### config.mk
export PLATFORM = sky130hd
export DESIGN_NAME = dmem_sram_bridge
export DESIGN_NICKNAME = d
export VERILOG_FILES = /design/src/rtl/dmem_sram_bridge.sv
export SDC_FILE = /design/constraint.sdc
export NUM_CORES = 1
export LEC_CHECK = 0
export ABC_CLOCK_PERIOD_IN_PS = 2900
export CAP_MARGIN = 0
export CELL_PAD_IN_SITES_DETAIL_PLACEMENT = 0
export CELL_PAD_IN_SITES_GLOBAL_PLACEMENT = 2
export CORE_MARGIN = 3
export CORE_UTILIZATION = 26
export CTS_CLUSTER_DIAMETER = 30
export DETAILED_ROUTE_END_ITERATION = 8
export GPL_TIMING_DRIVEN = 0
export PLACE_DENSITY = 0.77
export SYNTH_ARGS = -nofsm -noshare
export SYNTH_HDL_FRONTEND = slang
export SYNTH_SLANG_ARGS = --single-unit
### constraint.sdc
create_clock -name clk -period 2.9 [get_ports clk]
set_clock_uncertainty 0.2 [all_clocks]
set_input_delay 0.435 -clock clk [delete_from_list [all_inputs] [get_ports clk]]
set_output_delay 0.435 -clock clk [all_outputs]
set_load 0.02 [all_outputs]
### src/rtl/dmem_sram_bridge.sv
// MEM-stage to split-transaction SRAM bus bridge: one outstanding access, pipeline
// stall until completion, and a watchdog that raises a sticky bus error on timeout.
module dmem_sram_bridge #(
  parameter int unsigned TIMEOUT_CYCLES = 255,
  parameter int unsigned CNT_W          = 8
) (
  input  logic        clk,
  input  logic        rst,
  input  logic        mem_en,
  input  logic [3:0]  mem_wen,
  input  logic [31:0] mem_addr,
  input  logic [31:0] mem_wdata,
  output logic [31:0] mem_rdata,
  output logic        mem_stall,
  output logic        data_req,
  output logic        data_wr,
  output logic [3:0]  data_wstrb,
  output logic [31:0] data_addr,
  output logic [31:0] data_wdata,
  input  logic        data_addr_ok,
  input  logic        data_data_ok,
  input  logic [31:0] data_rdata,
  output logic        bus_err
);

  localparam logic [1:0] S_IDLE = 2'd0;
  localparam logic [1:0] S_ADDR = 2'd1;
  localparam logic [1:0] S_DATA = 2'd2;
  localparam logic [1:0] S_DONE = 2'd3;

  localparam bit               TIMEOUT_EN = (TIMEOUT_CYCLES != 0);
  localparam logic [CNT_W-1:0] CNT_MAX    = '1;
  localparam logic [CNT_W-1:0] TO_LAST    =
    CNT_W'((TIMEOUT_CYCLES == 0) ? 0 : TIMEOUT_CYCLES - 1);

  logic [1:0]       r_state;
  logic [1:0]       w_state_next;
  logic [CNT_W-1:0] r_cnt;
  logic             w_wait;
  logic             w_timeout;
  logic             w_unused;

  assign w_wait    = (r_state == S_ADDR) || (r_state == S_DATA);
  // Fires on the last permitted wait cycle, so the stall drops right after it.
  // A handshake arriving in that same cycle still completes normally.
  assign w_timeout = TIMEOUT_EN && w_wait && (r_cnt == TO_LAST);
  assign mem_stall = ((r_state == S_IDLE) && mem_en) || w_wait;
  // Bus is word-addressed; the byte offset is consumed by the MEM stage.
  assign w_unused  = ^mem_addr[1:0];

  // NOTE: assign the default first so every path drives w_state_next and no latch is inferred.
  always_comb begin
    w_state_next = r_state;
    case (r_state)
      S_IDLE:  if (mem_en) w_state_next = S_ADDR;
      S_ADDR:  if (data_addr_ok || w_timeout) w_state_next = data_addr_ok ? S_DATA : S_DONE;
      S_DATA:  if (data_data_ok || w_timeout) w_state_next = S_DONE;
      S_DONE:  w_state_next = S_IDLE;
      default: w_state_next = S_IDLE;
    endcase
  end

  // NOTE: non-blocking so every register samples the same pre-edge values.
  always_ff @(posedge clk or negedge rst) begin
    if (!rst) begin
      r_state    <= S_IDLE;
      r_cnt      <= '0;
      data_req   <= 1'b0;
      data_wr    <= 1'b0;
      data_wstrb <= 4'b0000;
      data_addr  <= 32'h0;
      data_wdata <= 32'h0;
      mem_rdata  <= 32'h0;
      bus_err    <= 1'b0;
    end else begin
      r_state <= w_state_next;
      if (w_state_next != r_state) begin
        r_cnt <= '0;
      end else if (w_wait && (r_cnt != CNT_MAX)) begin
        r_cnt <= r_cnt + CNT_W'(1);
      end

      case (r_state)
        S_IDLE: begin
          if (mem_en) begin
            data_req   <= 1'b1;
            data_wr    <= |mem_wen;
            data_wstrb <= mem_wen;
            data_addr  <= {mem_addr[31:2], 2'b00};
            data_wdata <= mem_wdata;
          end
        end
        S_ADDR: begin
          if (data_addr_ok) begin
            data_req <= 1'b0;
          end else if (w_timeout) begin
            data_req <= 1'b0;
            bus_err  <= 1'b1;
            if (!data_wr) mem_rdata <= 32'h0;
          end
        end
        S_DATA: begin
          if (data_data_ok) begin
            if (!data_wr) mem_rdata <= data_rdata;
          end else if (w_timeout) begin
            bus_err <= 1'b1;
            if (!data_wr) mem_rdata <= 32'h0;
          end
        end
        default: ;
      endcase
    end
  end

endmodule

==> run metrics <==
Final GP Congestion 0.7202; hold_sp bus_err; slew margin rel. 46.88%; Placed Instances 739; layout cells sized above 1 19.07%; CP delay by family, top compound AO/OA/AOI/OAI gates; crit end category flip-flop; TNS Setup 0 ps; Via density 4.370; final hold vios 0; Min-Delay Endpoint bus_err; PnR worst setup slack 389.0 ps; H-tree depth 3; CP Max Fanout 8; Slew Viols, Final 0; Place WS 116.7 ps; clk slew on worst S/H paths 70 ps; CP arrival 2500 ps; RSZ-0062 raised after global routing false; worst hold path type reg2reg; final std cells w/o fill 755; Avg WL per Cell 16.44 microns; clock root cell clkbuf_16; R2R Path Start r_state[1]; sequential share of the synthesized area 62.39%; Core Area 0.01664 sq mm; CTS tree built; chip width 136.9 microns; Starting DRT DRC Count 106; crit-path cells inv_1, ha_2, and4_4, a21oi_1, o211ai_1, a2111oi_0; R2R depth 6; Nets 641; type of origin of the critical path flip-flop; P_leak 2.905 nW; Synthesis Warnings 0; hold path cells 2; Die H 136.9 microns; syn avg cell area 14.22 sq um; Yosys reg bits 111; Top Ports 209; synthesized area 0.004452 sq mm; Critical Path Slowest Stage Cell o211ai_1; initial antenna violation count 0; Worst path max stage delay 640 ps; total wire length 12420 microns; area growth from synthesis to layout 59.30%; worst r2r dst r_cnt[3]; die area 0.01873 sq mm; first-pass GRT wire length 18320 microns; Crit Path Category reg2reg; period utilization 86.59%; final setup violation count 0; instance count of the mapped netlist 313; IO Port Bufs 204; Antenna Diode Count 0; # fillers 1555; largest net degree at the start of global routing 89; VDD IR max 0.4179 mV; max cap viols 0; Pwr Density 1124 mW/mm^2; min cycle time layout 2511 ps; Initial DRT Pass Iterations 4; Initial Util 26.75%; CP required 2890 ps; post-CTS setup buffers 0; Worst R2R Setup Slack 390 ps; detailed placer's ending HPWL 9221 microns; total vias in the final route 3299; overall routing resource usage 12.61%; post-route ant nets 0; CTS Buf Count 9; status finished clean; # DRC 0; clock sink count 111; vias in the first global route 3421; FMAX 398.2 MHz; worst path bufs/invs 1; worst skew pair latency 350 ps; Unique masters post-synth 42; Worst Tran Pin Value 790.2 ps; row count 47; worst-case clock buffer depth 2; fin util 42.61%; global route overflow 0
-- final cells by class --
type                    count  area [sq um]  area share (%)
well taps                 220         275.3           3.881
repair buffers            206          2083           29.38
flip-flops and latches    111          2778           39.17
inverters                   7         26.28          0.3705
clock inverters             5         43.79          0.6175
multi-input cells         178          1539           21.70
clock buffers              11         232.7           3.282
plain buffers              17         113.9           1.606
-- layer usage --
layer,track usage [%],vias to the layer above,routed length (microns)
li1,-,1565,-
met1,15.27,1614,5128
met2,21.39,107,6216
met3,3.125,13,856
met4,5.322,0,213
met5,0,-,0
-- cells in the mapped netlist, drive strengths merged --
cell	instances	area [sq um]
or2	1	6.260
nand4	1	6.260
o21bai	1	7.510
ha	6	75.07
clkbuf	4	15.01
a211oi	2	15.01
nand2b	1	6.260
a21oi	5	28.78
o211ai	1	7.510
a22o	32	280.3
a21o	1	7.510
nor3	5	25.02
or3	1	6.260
nor4	4	31.28
a2111oi	1	8.760
a311oi	1	8.760
dfrtp	111	2778
buf	14	102.6
nand3	4	20.02
xnor2	1	8.760
nand2	9	33.78
o21ai	8	40.04
nor2b	3	18.77
o31ai	1	7.510
and2	3	18.77
a41o	1	10.01
a32oi	1	8.760
and3	1	6.260
o21a	1	7.510
a31oi	1	6.260
conb	1	3.750
mux2	66	743.2
inv	7	26.28
and4	3	28.78
mux2i	1	10.01
nor3b	1	7.510
nor2	8	30.03
-- flip-flops by register name, summed over array words and instances (netlist names) --
name	flops
data_addr	30
r_state	2
r_cnt	8
data_wdata	32
data_req	1
data_wstrb	4
mem_rdata	32
data_wr	1
bus_err	1
-- worst max-delay path by stage --
| stage | slack (ps) | cells after the start | endpoint | from |
|---|---|---|---|---|
| finish | 390 | 6 | r_cnt[3] | r_state[1] |
| global route | 170 | 6 | r_cnt[3] | r_state[1] |
| CTS | 60 | 5 | mem_stall | r_state[1] |
| detailed placement | 120 | 6 | mem_stall | r_state[1] |
| global placement | -3160 | 1 | mem_rdata[12] | rst |
| floorplan | 620 | 8 | mem_rdata[0] | r_state[1] |
-- cell families (layout without fill, tap and decap cells) --
family                     Yosys count  in the layout  synth area share (%)
adders and majority gates            6              6                 1.686
buffers and inverters               25            246                 3.232
and+or+nand+nor                     45             45                 5.509
xor gates and xnor gates             1              1                0.1968
other                                1              2               0.08424
DFF                                111            111                 62.39
muxes                               67             67                 16.92
AOI/OAI and AO/OA                   57             57                 9.978
-- placed cells by master, fill, tap and decap left out, types with 7 or more instances in the layout --
cell type and instances:
clkdlybuf4s50_1 202, dfrtp_1 111, mux2_2 66, a22o_1 32, clkbuf_16 9, nor2_1 8
o21ai_0 8, nand2_1 8, inv_1 7, buf_2 7
-- where the power goes --
group | internal, mW | switching, mW | total, mW | leakage [nW]
sequential | 2.29 | 0.396 | 2.69 | 1.32
combinational | 2.16 | 1.94 | 4.10 | 1.45
clock | 0.594 | 0.593 | 1.19 | 0.128
-- repair_timing --
action | CTS | global route
resized for setup | 2 | 1
hold buffers | 1 | 0
endpoints found under the hold margin | 23 | 0
setup endpoints to repair | 1 | 1
-- through the flow --
stage                     cell area [sq um]  power (mW)  hold slack (ps)
final                                  7092       7.972            282.2
after global routing                   7092       8.427            308.2
after detailed placement               6802       6.864            101.5
after global placement                 6773       6.795            263.8
after CTS                              7089       8.103            285.4
after floorplan                        4456       4.826           -60.59
-- worst min-delay path: cells and delay by family, from the launching register on --
family	cells	cell delay [ps]
AOI/OAI and AO/OA	1	50
DFF	1	350
buffers and inverters	1	40
Power figures use the tool's default switching activity.
